[config.mk]
export PLATFORM = sky130hd
export DESIGN_NAME = misc_ctrl
export DESIGN_NICKNAME = d
export VERILOG_FILES = /design/src/rtl/misc_pkg.sv /design/src/rtl/misc_timer.sv /design/src/rtl/misc_ctrl.sv
export SDC_FILE = /design/constraint.sdc
export NUM_CORES = 1
export LEC_CHECK = 0
export ABC_AREA = 1
export BUFFER_PORTS_ARGS = -buffer_cell sky130_fd_sc_hd__buf_2
export CAP_MARGIN = 20
export CORE_ASPECT_RATIO = 1.1
export CORE_MARGIN = 3
export CORE_UTILIZATION = 45
export CTS_BUF_LIST = sky130_fd_sc_hd__clkbuf_8
export CTS_CLUSTER_DIAMETER = 50
export DETAILED_ROUTE_END_ITERATION = 10
export GPL_ROUTABILITY_DRIVEN = 0
export GPL_TIMING_DRIVEN = 0
export PLACE_DENSITY = 0.76
export SYNTH_ARGS = -nofsm -noshare
export SYNTH_HDL_FRONTEND = slang
export SYNTH_SLANG_ARGS = --single-unit
[constraint.sdc]
create_clock -name clk -period 2.85 [get_ports clk]
set_clock_uncertainty 0.05 [all_clocks]
set_input_delay 0.1425 -clock clk [delete_from_list [all_inputs] [get_ports clk]]
set_output_delay 0.1425 -clock clk [all_outputs]
set_load 0.03 [all_outputs]
[src/rtl/misc_pkg.sv]
// Shared definitions for the misc register window: widths, register offsets,
// the exported register snapshot and the byte-merge helper.
package misc_pkg;

    localparam int MISC_ADDR_WIDTH  = 12;
    localparam int MISC_DATA_WIDTH  = 64;
    localparam int MISC_WMASK_WIDTH = 8;

    localparam logic [MISC_ADDR_WIDTH-1:0] MTIME_REG_OFFSET    = 12'h000;
    localparam logic [MISC_ADDR_WIDTH-1:0] MTIMECMP_REG_OFFSET = 12'h008;
    localparam logic [MISC_ADDR_WIDTH-1:0] DISPLAY_REG_OFFSET  = 12'h010;

    typedef enum logic {
        MISC_IDLE,
        MISC_RESP
    } MiscState;

    typedef struct packed {
        logic [MISC_DATA_WIDTH-1:0] misc_mtime;
        logic [MISC_DATA_WIDTH-1:0] misc_mtimecmp;
        logic [MISC_DATA_WIDTH-1:0] misc_display;
    } MiscInfo;

    // Byte i of the result comes from new_value when mask[i] is set, else from old_value.
    function automatic logic [MISC_DATA_WIDTH-1:0] misc_merge(
        input logic [MISC_DATA_WIDTH-1:0]  old_value,
        input logic [MISC_DATA_WIDTH-1:0]  new_value,
        input logic [MISC_WMASK_WIDTH-1:0] mask
    );
        logic [MISC_DATA_WIDTH-1:0] merged;
        merged = old_value;
        for (int i = 0; i < MISC_WMASK_WIDTH; i++) begin
            if (mask[i]) begin
                merged[i*8 +: 8] = new_value[i*8 +: 8];
            end
        end
        return merged;
    endfunction

endpackage

[src/rtl/misc_timer.sv]
// Free-running mtime counter with a prescaler; a load overrides the increment
// in the same cycle while the prescaler keeps counting.
module misc_timer
    import misc_pkg::*;
#(
    parameter int TICK_DIV = 1
) (
    input  logic                       clk,
    input  logic                       rstn,
    input  logic                       tick_en,
    input  logic                       load,
    input  logic [MISC_DATA_WIDTH-1:0] load_value,
    output logic [MISC_DATA_WIDTH-1:0] mtime,
    output logic                       tick
);

    localparam logic [31:0] PRESCALE_LAST = 32'(TICK_DIV - 1);

    logic [31:0]                prescale_reg;
    logic [MISC_DATA_WIDTH-1:0] mtime_reg;

    assign tick  = tick_en && (prescale_reg == PRESCALE_LAST);
    assign mtime = mtime_reg;

    always_ff @(posedge clk or negedge rstn) begin
        if (!rstn) begin
            prescale_reg <= '0;
            mtime_reg    <= '0;
        end else begin
            if (tick_en) begin
                prescale_reg <= tick ? 32'd0 : prescale_reg + 32'd1;
            end
            if (load) begin
                mtime_reg <= load_value;
            end else if (tick) begin
                mtime_reg <= mtime_reg + 64'd1;
            end
        end
    end

endmodule

[src/rtl/misc_ctrl.sv]
// Bus slave for the misc window: request/response FSM, register decode,
// mtimecmp/display storage and the registered machine timer interrupt.
module misc_ctrl
    import misc_pkg::*;
#(
    parameter int TICK_DIV = 1
) (
    input  logic                        clk,
    input  logic                        rstn,
    input  logic                        req_valid,
    output logic                        req_ready,
    input  logic                        req_we,
    input  logic [MISC_ADDR_WIDTH-1:0]  req_addr,
    input  logic [MISC_DATA_WIDTH-1:0]  req_wdata,
    input  logic [MISC_WMASK_WIDTH-1:0] req_wmask,
    output logic                        resp_valid,
    input  logic                        resp_ready,
    output logic [MISC_DATA_WIDTH-1:0]  resp_rdata,
    output logic                        mtip,
    output logic                        display_we,
    output MiscInfo                     misc_info
);

    MiscState                   state_reg, state_next;
    logic [MISC_DATA_WIDTH-1:0] mtime;
    logic [MISC_DATA_WIDTH-1:0] mtimecmp_reg;
    logic [MISC_DATA_WIDTH-1:0] display_reg;
    logic [MISC_DATA_WIDTH-1:0] rdata_reg;
    logic                       mtip_reg;
    logic                       display_we_reg;
    logic                       timer_tick;

    logic [MISC_ADDR_WIDTH-4:0] reg_index;
    logic                       sel_mtime, sel_mtimecmp, sel_display;
    logic                       accept;
    logic                       mtime_load;
    logic [MISC_DATA_WIDTH-1:0] read_value;

    // Byte-lane bits of the address and the tick strobe carry no meaning here.
    logic unused_ok;
    assign unused_ok = &{1'b0, req_addr[2:0], timer_tick};

    assign reg_index    = req_addr[MISC_ADDR_WIDTH-1:3];
    assign sel_mtime    = (reg_index == MTIME_REG_OFFSET[MISC_ADDR_WIDTH-1:3]);
    assign sel_mtimecmp = (reg_index == MTIMECMP_REG_OFFSET[MISC_ADDR_WIDTH-1:3]);
    assign sel_display  = (reg_index == DISPLAY_REG_OFFSET[MISC_ADDR_WIDTH-1:3]);

    assign accept = req_ready && req_valid;
    // An all-zero mask must not suppress the timer increment.
    assign mtime_load = accept && req_we && sel_mtime && (|req_wmask);

    always_comb begin
        read_value = '0;
        if (sel_mtime) begin
            read_value = mtime;
        end else if (sel_mtimecmp) begin
            read_value = mtimecmp_reg;
        end else if (sel_display) begin
            read_value = display_reg;
        end
    end

    always_comb begin
        state_next = state_reg;
        req_ready  = 1'b0;
        resp_valid = 1'b0;
        case (state_reg)
            MISC_IDLE: begin
                req_ready = 1'b1;
                if (req_valid) begin
                    state_next = MISC_RESP;
                end
            end
            MISC_RESP: begin
                resp_valid = 1'b1;
                if (resp_ready) begin
                    state_next = MISC_IDLE;
                end
            end
            default: state_next = MISC_IDLE;
        endcase
    end

    misc_timer #(
        .TICK_DIV(TICK_DIV)
    ) u_timer (
        .clk       (clk),
        .rstn      (rstn),
        .tick_en   (1'b1),
        .load      (mtime_load),
        .load_value(misc_merge(mtime, req_wdata, req_wmask)),
        .mtime     (mtime),
        .tick      (timer_tick)
    );

    always_ff @(posedge clk or negedge rstn) begin
        if (!rstn) begin
            state_reg      <= MISC_IDLE;
            mtimecmp_reg   <= '1;
            display_reg    <= '0;
            rdata_reg      <= '0;
            mtip_reg       <= 1'b0;
            display_we_reg <= 1'b0;
        end else begin
            state_reg      <= state_next;
            mtip_reg       <= (mtime >= mtimecmp_reg);
            display_we_reg <= accept && req_we && sel_display;
            if (accept) begin
                rdata_reg <= req_we ? '0 : read_value;
                if (req_we && sel_mtimecmp) begin
                    mtimecmp_reg <= misc_merge(mtimecmp_reg, req_wdata, req_wmask);
                end
                if (req_we && sel_display) begin
                    display_reg <= misc_merge(display_reg, req_wdata, req_wmask);
                end
            end
        end
    end

    assign resp_rdata = rdata_reg;
    assign mtip       = mtip_reg;
    assign display_we = display_we_reg;
    assign misc_info  = '{misc_mtime: mtime, misc_mtimecmp: mtimecmp_reg, misc_display: display_reg};

endmodule

Yosys cells after proc, flatten, opt, wreduce, memory -nomap -nowiden
Cells that the tools add are included.

Flip-flop bits (word level): 291. Output and inout bits: 260. Word-level logic and storage cells: 98.

Add/subtract/negate cells: 2. Order comparisons: 1. Equal/unequal tests: 10. Multiplexer cells: 20. Bitwise logic cells: 1. Reduce and logical (&&, ||, !) cells: 35.

Operators by type and width (number): $mux 64 (6); $add 64x1->64 const B (1); $ge 64x64->1 (1); $mux 8 (8); $reduce_and 3->1 (16); $add 32x1->32 const B (1); $logic_not 32->1 (1); $mux 32 (1); $ne 2x2->1 const B (8); $reduce_and 2->1 (8); $eq 9x1->1 const B (1); $eq 9x2->1 const B (1); $logic_not 9->1 (1); $reduce_or 8->1 (1); $logic_and 1x1->1 (7); $mux 1 (4); $pmux 1 s2 (1); $reduce_bool 2->1 (1); $not 1->1 (1).

Depth between registers and ports, before layout
Word-level depth: 7. Gate-level depth with buffers: 15. Gate-level depth less buffers: 15.

Cells and area by module
Synthesis repeated with hierarchy kept, for this count alone.

Cell total of the unflattened synthesis: 2687. Area total of the unflattened synthesis: 18881.9 sq um.

By module, submodules not included: misc_ctrl (times used 1, cells each 1499, area an instance 11685.0 sq um, seq. area each 4959.8 sq um); misc_timer (times used 1, cells each 1188, area an instance 7196.9 sq um, seq. area each 2402.3 sq um).

Least setup slack after synthesis
OpenSTA, ideal clock, no wires.

Kind: flip-flop to flip-flop. From: reg u_timer.mtime_reg[0], in the netlist u_timer.mtime[0]. To: reg u_timer.mtime_reg[36], in the netlist u_timer.mtime[36]. Library setup time: 113 ps. Data arrival time: 1901 ps. Required time: 2687 ps. Slack: 786 ps. Cell stages (with the launch flop): 13. Period minus slack after synthesis: 2064 ps. Cells stage by stage: dfrtp_1 > ha_1 > inv_1 > nor2_1 > nand2_2 > nor2_8 > nand2_1 > nor2_1 > nand3_1 > nand2_1 > nand2_1 > nand2_1 > inv_1.

Cells in the longest elaborated chain, start to end: 3.

Ends and longest elaborated chain: start, declared (RTL line misc_timer.sv:20) `logic [MISC_DATA_WIDTH-1:0] mtime_reg;`; start signal, assigned (RTL line misc_timer.sv:34) `mtime_reg <= load_value;`; start signal, assigned (RTL line misc_timer.sv:36) `mtime_reg <= mtime_reg + 64'd1;`; $add 64x1->64 (RTL line misc_timer.sv:36); $mux 64 (RTL line misc_timer.sv:35) `end else if (tick) begin`; $mux 64 (RTL line misc_timer.sv:33) `if (load) begin`.

Every way passes these cells. The select of a mux whose other input is x is not followed. A chain may end at the register's enable or synchronous reset.

Final worst setup path
From: reg u_timer.mtime_reg[0], in the netlist u_timer.mtime[0]. To: reg u_timer.mtime_reg[42], in the netlist u_timer.mtime[42].

The elaborated chain is that of the path after synthesis.

==> metrics.md <==
| Metric | Value |
|---|---|
| Mapped Nets | `2739` |
| Port Buffers | `345` |
| Layout area overhead | `24.87%` |
| Critical path peak fanout | `8` |
| # fillers | `3689` |
| Clock slew at the register clock pins of the worst setup and hold paths | `60 ps` |
| Worst Path Arrival | `2940 ps` |
| CTS tree | `yes` |
| Remaining routing DRC violations | `0` |
| Max-Cap Viols | `0` |
| Die width | `199.6 um` |
| Async set or reset register ratio after synthesis | `100.0%` |
| Final WS setup | `362.3 ps` |
| Yosys reg bits | `291` |
| Largest net degree at the start of global routing | `109` |
| RSZ-0062 raised after global routing | `false` |
| Max Root-Sink Buffers | `3` |
| CTS Buf Count | `49` |
| Synth unique cells | `41` |
| Final Max Slew Viols | `0` |
| Syn Inst Count | `2583` |
| Layout cell share with drive strength beyond 1 | `21.26%` |
| Clock net sink count | `291` |
| Ys Warns | `0` |
| Critical path's top delay family | `simple AND/OR/NAND/NOR gates` |
| Leak | `12.25 nW` |
| Endpoints failing setup | `0` |
| Vias in the first global route | `19920` |
| Status | `complete, no violations` |
| Crit path time final | `2488 ps` |
| Antenna cells | `0` |
| Worst Hold Class | `in -> reg` |
| PD cells | `410.2 nW/um^2` |
| Initial DRC count | `2200` |
| Antenna violations before repair | `0` |
| Initial Utilization | `45.86%` |
| Die Y-Extent | `219.0 um` |
| Syn_area_per_cell | `7.185 sq um` |
| Setup Fix Bufs, Post-CTS | `0` |
| Post-synthesis sequential area ratio | `39.67%` |
| Post-DP HPWL | `53920 um` |
| CP Cell Sequence | `ha_1, inv_1, nor2_1, nand2_2, nor2_4, nand2_1, o21ai_0, nand3_1, nand2_1, nand2_1` |
| Slowest CP cell | `dfrtp_1` |
| Pre-CTS WS | `423.8 ps` |
| Final WL | `71310 um` |
| I/O Pins | `349` |
| H-Tree Level Count | `2` |
| Skew-Pair Late Insertion Delay | `620 ps` |
| Die area | `43710 sq um` |
| Row count | `77` |
| Fin nets | `3254` |
| WL/cell | `19.53 um` |
| Placed inst area | `21050 sq um` |
| CP endpoint kind | `register` |
| Maximum vdd drop | `0.2877 mV` |
| First-pass GRT wire length | `109600 um` |
| Startpoint types | `register` |
| Most frequent cells in the layout | `820 x nand2_1, 412 x nand3_1, 372 x buf_2, 306 x inv_1, 227 x dfrtp_1` |
| Routed via count | `20670` |
| Total core area | `40460 sq um` |
| Grt ovf | `0` |
| CP Data Required Time | `3300 ps` |
| GRT Util Overall | `31.97%` |
| Ys flop type | `dfrtp_1` |
| Rel. slew slack | `42.22%` |
| Final Cycle Share | `87.29%` |
| Routed vias/inst | `5.661` |
| Most used cell, CP | `nand2_1` |
| WS Path Type | `reg -> reg` |
| EDFF count, synth | `0` |
| Commonest non-fill, non-tap cell in the layout | `nand2_1` |
| Synth Cell Area | `18560 sq um` |
| Routed Antenna Nets | `0` |
| Pre-Repair DR Iteration Count | `9` |
| Root buffer cell | `clkbuf_8` |
| CP peak stage delay | `530 ps` |
| FMAX | `0.4020 GHz` |
| Worst Max-Slew Pin Slew | `860.1 ps` |
| Post-route cell area | `23170 sq um` |
| CP bufs+invs | `1` |
| Hold Vio Cnt, Final | `0` |
==> synth_stat cells, types with 7 or more instances <==
cell / number / area, sq um
nand2_1: 820 / 3078
nand3_1: 412 / 2062
inv_1: 283 / 1062
dfrtp_1: 227 / 5680
nor2_1: 195 / 732.0
o21ai_1: 69 / 345.3
ha_1: 67 / 838.3
dfstp_2: 64 / 1682
o21ai_0: 64 / 320.3
o21ai_2: 62 / 543.0
nand4_1: 39 / 244.0
nor3_1: 35 / 175.2
clkbuf_1: 31 / 116.4
a21oi_1: 29 / 145.1
buf_2: 28 / 140.1
xor2_1: 28 / 245.2
or2_2: 25 / 156.4
buf_6: 19 / 214.0
xnor2_1: 14 / 122.6
nand2_4: 10 / 112.6
nand2_2: 9 / 56.30
nand3_4: 8 / 140.1
buf_1: 7 / 26.28
nand3b_1: 7 / 52.55
==> worst paths after layout <==
check                      slack, ps  depth (start not counted)                         start                             to
setup / recovery                 360                         10  u_timer.mtime[0]$_DFFE_PN0P_  u_timer.mtime[42]$_DFFE_PN0P_
hold / removal                    30                          6                   req_addr[8]     resp_rdata[51]$_DFFE_PN0P_
setup reg to reg                 360                         10  u_timer.mtime[0]$_DFFE_PN0P_  u_timer.mtime[42]$_DFFE_PN0P_
hold reg to reg                  420                          2     resp_rdata[7]$_DFFE_PN0P_      resp_rdata[7]$_DFFE_PN0P_
max in group asynchronous       1300                          4                          rstn     resp_rdata[56]$_DFFE_PN0P_
min in group asynchronous         40                          2                          rstn     resp_rdata[36]$_DFFE_PN0P_
==> tightest hold or removal path, cell delays in order <==
cell	delay [ps]
buf_2	140
nor4_4	100
nand3_1	80
nand3_1	60
nand3_1	70
nand2_1	50
==> routing by layer <==
metal	wire length, um	up-vias	track usage (%)	part of all wire, %
li1	-	9420	-	-
met1	27060	9596	40.30	38
met2	32990	1351	52.08	46
met3	7243	302	6.633	10
met4	4027	0	16.10	5.6
met5	0	-	0	0
==> layout make-up <==
| type | instances | area [sq um] | area share, % |
|---|---|---|---|
| Multi-Input combinational cell | 1916 | 9594 | 41.40 |
| Sequential cell | 291 | 7362 | 31.77 |
| Timing Repair Buffer | 464 | 2979 | 12.86 |
| Inverter | 289 | 1092 | 4.714 |
| Clock buffer | 61 | 839.6 | 3.623 |
| Tap cell | 513 | 641.9 | 2.770 |
| Buffer | 87 | 511.7 | 2.208 |
| Clock inverter | 30 | 151.4 | 0.6533 |
==> cells by family (layout without fill, tap and decap cells) <==
group           count (synthesis)  count (layout)  synth area share (%)
flops                         291             291                 39.67
fa+ha+maj                      67              67                 4.517
simple gates                 1579            1579                 37.73
xor+xnor                       42              42                 1.982
buf+inv                       376             931                 8.643
compound gates                228             228                 7.457
==> through the flow <==
step / TNS, ps / cells / util (%) / hold slack (ps) / total power [W]
5_1_grt: 0 / 3651 / 57.27 / 32.29 / 0.009887
4_1_cts: 0 / 3651 / 57.27 / 1.588 / 0.009521
2_1_floorplan: 0 / 2583 / - / -203.1 / 0.005096
3_3_place_gp: -957000 / 3441 / 51.72 / 288.9 / 0.005604
6_report: 0 / 3651 / 57.27 / 26.06 / 0.009504
3_5_place_dp: 0 / 3447 / 52.02 / 126.3 / 0.005654
==> report_power, final <==
| part | switching, W | internal, W | leakage (nW) |
|---|---|---|---|
| sequential | 0.000191 | 0.00422 | 3.80 |
| combinational | 0.000861 | 0.000421 | 7.86 |
| clock | 0.00180 | 0.00202 | 0.591 |
| total | 0.00285 | 0.00666 | 12.3 |
==> what timing repair did <==
item,CTS,global route
hold buffers,113,0
gates resized for setup,0,0
hold endpoints to repair,280,0
No activity file was read; power rests on OpenSTA's default activity.
